File: config.mk
export PLATFORM = sky130hd
export DESIGN_NAME = bin_to_bcd_seq
export DESIGN_NICKNAME = d
export VERILOG_FILES = /design/src/rtl/bin_to_bcd_seq_pkg.sv /design/src/rtl/bin_to_bcd_seq_digit_adjust.sv /design/src/rtl/bin_to_bcd_seq.sv
export SDC_FILE = /design/constraint.sdc
export NUM_CORES = 1
export LEC_CHECK = 0
export ABC_AREA = 1
export BUFFER_PORTS_ARGS = -buffer_cell sky130_fd_sc_hd__buf_4
export CELL_PAD_IN_SITES_DETAIL_PLACEMENT = 0
export CELL_PAD_IN_SITES_GLOBAL_PLACEMENT = 2
export CORE_AREA = 2 2 77 134
export CTS_CLUSTER_SIZE = 14
export DETAILED_ROUTE_END_ITERATION = 10
export DIE_AREA = 0 0 79 136
export PLACE_DENSITY = 0.75
export RECOVER_POWER = 50
export SKIP_CTS_REPAIR_TIMING = 1
export SLEW_MARGIN = 20
export SYNTH_ARGS = -nofsm -noshare
export SYNTH_HDL_FRONTEND = slang
export SYNTH_SLANG_ARGS = --single-unit
File: constraint.sdc
create_clock -name clk_100mhz -period 1.8 [get_ports clk_100mhz]
set_clock_uncertainty 0.15 [all_clocks]
set_input_delay 0.18 -clock clk_100mhz [delete_from_list [all_inputs] [get_ports clk_100mhz]]
set_output_delay 0.18 -clock clk_100mhz [all_outputs]
set_load 0.02 [all_outputs]
File: src/rtl/bin_to_bcd_seq_pkg.sv
// Shared definitions for the sequential binary-to-BCD converter:
// FSM state type, default widths and BCD digit width.
package bin_to_bcd_seq_pkg;

  typedef enum logic [0:0] {
    IDLE  = 1'b0,
    SHIFT = 1'b1
  } state_e;

  localparam int unsigned DEF_W  = 16;
  localparam int unsigned DEF_ND = 5;
  localparam int unsigned BCD_DW = 4;

endpackage

File: src/rtl/bin_to_bcd_seq_digit_adjust.sv
// Per-digit add-3 correction used before each shift of the double-dabble datapath.
module bcd_digit_adjust (
  input  logic [3:0] d_i,
  output logic [3:0] d_o
);

  // Inputs 10..15 never occur; they wrap mod 16, which keeps the result deterministic.
  always_comb begin
    d_o = d_i;
    if (d_i >= 4'd5) d_o = d_i + 4'd3;
  end

endmodule

File: src/rtl/bin_to_bcd_seq.sv
// Sequential binary-to-BCD converter: shift-and-add-3, one bit per clock,
// result and overflow flag held until the next conversion completes.
module bin_to_bcd_seq
  import bin_to_bcd_seq_pkg::*;
#(
  parameter int unsigned W  = DEF_W,
  parameter int unsigned ND = DEF_ND
) (
  input  logic                 clk_100mhz,
  input  logic                 reset,
  input  logic                 start,
  input  logic [W-1:0]         bin_in,
  output logic                 busy,
  output logic                 done,
  output logic [ND*BCD_DW-1:0] bcd_out,
  output logic                 over_9999
);

  localparam int unsigned CW = (W > 1) ? $clog2(W) : 1;
  localparam int unsigned BW = ND * BCD_DW;
  localparam int unsigned DISP_BITS = 4 * BCD_DW;

  state_e          state_q, state_d;
  logic [CW-1:0]   cnt_q, cnt_d;
  logic [BW-1:0]   bcd_q, bcd_d;
  logic [W-1:0]    bin_q, bin_d;
  logic [BW-1:0]   out_q, out_d;
  logic            ovf_q, ovf_d;
  logic            busy_q, busy_d;
  logic            done_q, done_d;

  logic [BW-1:0]   adj;
  logic [BW-1:0]   shifted_bcd;
  logic            ovf_next;

  for (genvar g = 0; g < ND; g++) begin : g_adj
    bcd_digit_adjust u_adj (
      .d_i (bcd_q[g*BCD_DW +: BCD_DW]),
      .d_o (adj[g*BCD_DW +: BCD_DW])
    );
  end

  // Post-shift BCD field: adjusted digits shifted left, binary MSB enters at bit 0.
  assign shifted_bcd = {adj[BW-2:0], bin_q[W-1]};

  if (ND > 4) begin : g_ovf
    assign ovf_next = |shifted_bcd[BW-1:DISP_BITS];
  end else begin : g_no_ovf
    assign ovf_next = 1'b0;
  end

  always_comb begin
    state_d = state_q;
    cnt_d   = cnt_q;
    bcd_d   = bcd_q;
    bin_d   = bin_q;
    out_d   = out_q;
    ovf_d   = ovf_q;
    busy_d  = busy_q;
    done_d  = 1'b0;
    case (state_q)
      IDLE: begin
        if (start) begin
          bcd_d   = '0;
          bin_d   = bin_in;
          cnt_d   = '0;
          busy_d  = 1'b1;
          state_d = SHIFT;
        end
      end
      SHIFT: begin
        bcd_d = shifted_bcd;
        bin_d = {bin_q[W-2:0], 1'b0};
        cnt_d = cnt_q + CW'(1);
        if (cnt_q == CW'(W - 1)) begin
          out_d   = shifted_bcd;
          ovf_d   = ovf_next;
          done_d  = 1'b1;
          busy_d  = 1'b0;
          cnt_d   = '0;
          state_d = IDLE;
        end
      end
      default: state_d = IDLE;
    endcase
  end

  always_ff @(posedge clk_100mhz) begin
    if (reset) begin
      state_q <= IDLE;
      cnt_q   <= '0;
      bcd_q   <= '0;
      bin_q   <= '0;
      out_q   <= '0;
      ovf_q   <= 1'b0;
      busy_q  <= 1'b0;
      done_q  <= 1'b0;
    end else begin
      state_q <= state_d;
      cnt_q   <= cnt_d;
      bcd_q   <= bcd_d;
      bin_q   <= bin_d;
      out_q   <= out_d;
      ovf_q   <= ovf_d;
      busy_q  <= busy_d;
      done_q  <= done_d;
    end
  end

  assign busy      = busy_q;
  assign done      = done_q;
  assign bcd_out   = out_q;
  assign over_9999 = ovf_q;

endmodule
* Yosys cells after proc, flatten, opt, wreduce, memory -nomap -nowiden
Index checks and enable logic that the tools add are counted.
Operators by class: bitwise operators 1, eq/ne operators 3, reductions and logical operators 4, add/subtract/negate cells 6, order comparisons 5, mux-type cells 19
Operators by type and width (count):
- $pmux W20 S2 | 1
- $pmux W16 S2 | 1
- $mux W4 | 6
- $ge A4 B3 Y1 const B | 5
- $mux W20 | 1
- $add A4 B2 Y4 const B | 4
- $mux W16 | 1
- $pmux W4 S2 | 1
- $mux W1 | 5
- $add A4 B1 Y4 const B | 1
- $eq A4 B4 Y1 const B | 1
- $pmux W1 S2 | 2
- $reduce_and A2 Y1 | 2
- $reduce_or A4 Y1 | 1
- $add A3 B2 Y3 const B | 1
- $mux W3 | 1
- $ne A2 B1 Y1 const B | 1
- $ne A2 B2 Y1 const B | 1
- $reduce_or A2 Y1 | 1
- $not A1 Y1 | 1
Word-level totals: register bits 64

* Longest topological paths before layout
depth in word-level cells 3, gate-level depth with buffers 11

* Modules after synthesis
From an unflattened synthesis, not the netlist that was laid out.
Second synthesis, totals: cell total of the unflattened synthesis 450, area, all modules 3106.7 um^2
Modules (own cells, without submodules):
- bin_to_bcd_seq | cells an instance 335, instances 1, area an instance 2431.1 um^2
- bcd_digit_adjust | cells an instance 23, instances 5, area an instance 135.1 um^2

* Worst setup path before layout
OpenSTA, ideal clock, no wires.
path type register to register, start register bcd_q[8], end register bcd_q[11], period minus slack after synthesis 1.446 ns, arrival time 1.225 ns, library setup time 0.070 ns, data required time 1.580 ns, cell stages (with the launch flop) 7, setup slack 0.354 ns, cell sequence dfxtp_1 -> inv_1 -> ha_1 -> or2_2 -> a21oi_1 -> nand2_1 -> a21oi_1
Between the ends: cells in the longest elaborated chain, start to end 3, elaborated cells on any way between the ends 4, classes of those cells add/sub: 1; order compare: 1; mux: 2
Ends and longest elaborated chain:
- start, declared | line bin_to_bcd_seq.sv:25 | logic [BW-1:0] bcd_q, bcd_d;
- start signal, assigned | line bin_to_bcd_seq.sv:92 | bcd_q <= '0;
- start signal, assigned | line bin_to_bcd_seq.sv:101 | bcd_q <= bcd_d;
- $add A4 B2 Y4 or $ge A4 B3 Y1 (tied branches) | line bin_to_bcd_seq_digit_adjust.sv:10 | if (d_i >= 4'd5) d_o = d_i + 4'd3;
- $mux W4 * | line bin_to_bcd_seq_digit_adjust.sv:10
- $pmux W20 S2 * | line bin_to_bcd_seq.sv:61 | case (state_q)
Every way passes the cells marked *; elsewhere a longest branch is shown, timed or not. A chain may end at the register's enable or synchronous reset.

* Worst setup path in the final report
start register bcd_q[0], end register bcd_q[3]
Same word-level chain as after synthesis.

==> results.py <==
metrics = {
    "hold_path": {
        "min_path_type": "in -> reg",
        "hold_depth": 3,
    },
    "worst_setup_path": {
        "slowest_delay_ps": 410,
        "start_kind": "flop",
        "critical_path_class": "reg -> reg",
        "crit_slowest_cell": "dfxtp_1",
        "reg2reg_setup_slack_ps": 180,
        "cp_num_buf_inv": 1,
        "path_depth": 6,
        "end_kind": "flop",
        "crit_chain": "inv_1 -> ha_1 -> or2_2 -> a21oi_1 -> nand2_1 -> a21oi_1",
        "reg2regPathDepth": 6,
        "crit_fanout": 6,
        "required_ps": 1900,
        "critPathTopFamily": "flip-flops",
        "crit_arrival_ps": 1730,
        "cpMostUsedCell": "a21oi_1",
    },
    "global_route": {
        "grt_max_degree": 27,
        "grt_pass1_wl_mm": 12.3,
        "overflow": 0,
        "first_global_vias": 2629,
        "antenna_found_initial": 0,
        "grt.total_usage_pct": 14.9,
    },
    "place": {
        "hpwlAfterDp_mm": 5.16,
        "place_congestion": 0.772,
        "portBuffers": 41,
    },
    "timing": {
        "tns_ps": 0,
        "worst_hold_slack_ps": -10.3,
        "finalHoldViolations": 1,
        "slew_violations": 0,
        "fin_crit_sh_pct": 90.1,
        "relSlewSlack_pct": 73.8,
        "tightest_slew_ps": 392,
        "period_minus_slack_ps": 1620,
        "finalSetupViolCount": 0,
        "rsz0062_at_grt": "false",
        "clock.fmax_mhz": 616,
    },
    "die": {
        "rows": 48,
        "ios": 42,
        "die_w_microns": 79,
        "die_y_microns": 136,
        "die_area_sq_um": 10700,
        "core_area_sq_um": 9730,
        "start_util_pct": 30.8,
    },
    "route": {
        "num_vias": 2663,
        "drt_iter0_drc": 105,
        "drc_errors": 0,
        "ant_nets": 0,
        "dr.pass1.iters": 4,
        "vias_per_cell": 4.54,
        "routed_wl_mm": 7.26,
        "wl_per_cell_microns": 12.4,
    },
    "power": {
        "power.leakage_nw": 1.65,
        "combPwrFrac_pct": 5.8,
        "switchingPower_mw": 0.730,
        "clkPwrFrac_pct": 51.0,
        "seq_power_share_pct": 43.1,
        "power_density_nw_per_um2": 937,
        "peakVddDrop_mv": 0.508,
        "p_int_mw": 2.67,
        "switching_share_pct": 21.5,
    },
    "layout": {
        "drive_above_1_share_pct": 10.4,
        "area_delta_synth_final_pct": 20.8,
        "multi_input_area_sq_um": 1380,
        "nNetsFinal": 486,
        "seq_area_sq_um": 1280,
        "n_fill_cell": 1085,
        "num_antenna_cells": 0,
    },
    "clock_tree": {
        "cts_max_level": 3,
        "clk_latency_ps": 320,
        "numCtsBuffers": 9,
        "cts_buffer_depth": 2,
        "cts_sinks": 64,
        "cts_tree": "built",
        "clk_pin_slew_ps": 50,
        "ctsRootBufferMaster": "clkbuf_16",
    },
    "synthesis": {
        "ys_ff_latch": 64,
        "synth_edf_count": 0,
        "synth.distinct_cells": 28,
        "yosysWarnings": 0,
        "avgSynthCellArea_sq_um": 7.24,
        "synth-adder-area-share_pct": 4.59,
        "synth-compound-area-share_pct": 13.0,
        "syn_inst": 414,
        "syn-num-nets": 444,
        "yosysSeqAreaShare_pct": 42.7,
        "synth_mux_area_share_pct": 0.334,
        "synth-main-ff-cell": "dfxtp_1",
        "synth_xor_area_share_pct": 0.292,
        "ys_async_sr_fraction_pct": 0,
        "yosys.area_share.simple_pct": 28.3,
        "synthesis.area_sq_um": 3000,
        "synth_top_family_by_area": "simple AND/OR/NAND/NOR gates",
    },
    "job": {
        "drv_cap": 0,
    },
    "status": {
        "status": "finished with violations",
        "violations": "hold timing",
    },
}
[worst register-to-register path: cells and delay by family, from the launching register on]
kind                     cells  cell delay (ps)
AO/OA/AOI/OAI                2              330
AND/OR/NAND/NOR              2              370
buffers and inverters        1               90
adder cells (fa/ha/maj)      1              210
flip-flops                   1              410
[final timing paths]
kind / start / to
max: bcd_q[0] / bcd_q[3]
min: bin_in[0] / bin_q[0]
max reg2reg: bcd_q[0] / bcd_q[3]
min reg2reg: bcd_out[15] / bcd_out[15]
[metal layers]
layer / GRT usage (%) / share of wire, % / routed length (microns)
met1: 15.5 / 41 / 3010
met2: 27.5 / 53 / 3810
met3: 3.32 / 3.6 / 260
met4: 7.38 / 2.4 / 175
met5: 0 / 0 / 0
[placed cells by master (no fill, tap or decap)]
cell,count
nand2_1,134
dfxtp_1,64
inv_1,51
nand3_1,41
a21oi_1,28
clkbuf_1,25
buf_4,24
nor2_1,19
o21ai_0,14
ha_1,11
clkbuf_16,9
a22oi_1,7
a22o_1,7
o211ai_1,6
or2_2,3
inv_2,2
nand4_1,2
clkinv_2,2
clkbuf_8,2
buf_12,2
nand4_2,1
nand2_2,1
nand3_2,1
xor2_1,1
o21a_1,1
mux2i_1,1
a211oi_1,1
bufinv_16,1
[synthesized netlist by cell type, types with 2 or more instances]
master | n | area share, %
nand2_1 | 134 | 17
dfxtp_1 | 64 | 43
inv_1 | 51 | 6.4
nand3_1 | 41 | 6.8
a21oi_1 | 28 | 4.7
nor2_1 | 17 | 2.1
o21ai_0 | 14 | 2.3
ha_1 | 11 | 4.6
buf_2 | 9 | 1.5
a22o_1 | 7 | 2.0
a22oi_1 | 7 | 1.8
buf_6 | 5 | 1.9
o211ai_1 | 5 | 1.3
or2_2 | 3 | 0.63
buf_4 | 2 | 0.50
clkbuf_1 | 2 | 0.25
inv_2 | 2 | 0.25
nand4_1 | 2 | 0.42
[sequential cells by signal (all words and copies together) (netlist names)]
register and count:
over_9999 1, bcd_out 20, cnt_q 4, bin_q 16, state_q 1, bcd_q 20, done 1, busy 1
[stage by stage]
step,total power [mW],utilization (%),cells,instance area [sq um],setup slack (ps)
3_3_place_gp,1.70,35.2,570,3420,176
4_1_cts,3.48,38.3,586,3720,140
6_report,3.40,37.2,586,3620,177
3_5_place_dp,1.70,35.2,570,3420,156
2_1_floorplan,1.62,-,414,3000,354
5_1_grt,3.57,37.2,586,3620,17.5
[power groups by stage]
stage / registers [mW] / clock network, mW / logic (mW)
finish: 1.47 / 1.73 / 0.198
global route: 1.47 / 1.87 / 0.228
CTS: 1.46 / 1.80 / 0.210
detailed placement: 1.49 / 0 / 0.210
global placement: 1.49 / 0 / 0.209
floorplan: 1.49 / 0 / 0.133
[logic make-up after synthesis]
group | after synthesis
xor gates and xnor gates | 1
adders and majority gates | 11
AOI/OAI and AO/OA | 64
muxes | 1
and+or+nand+nor | 202
DFF | 64
buffers and inverters | 71
[final cells by class]
cell class | instances | area share, %
multi-input combinational | 279 | 38.1
sequential | 64 | 35.4
timing repair buffer | 49 | 8.46
clock buffer | 13 | 7.18
inverter | 53 | 5.49
tap | 125 | 4.32
clock inverter | 3 | 1.10
Power figures use the tool's default switching activity.
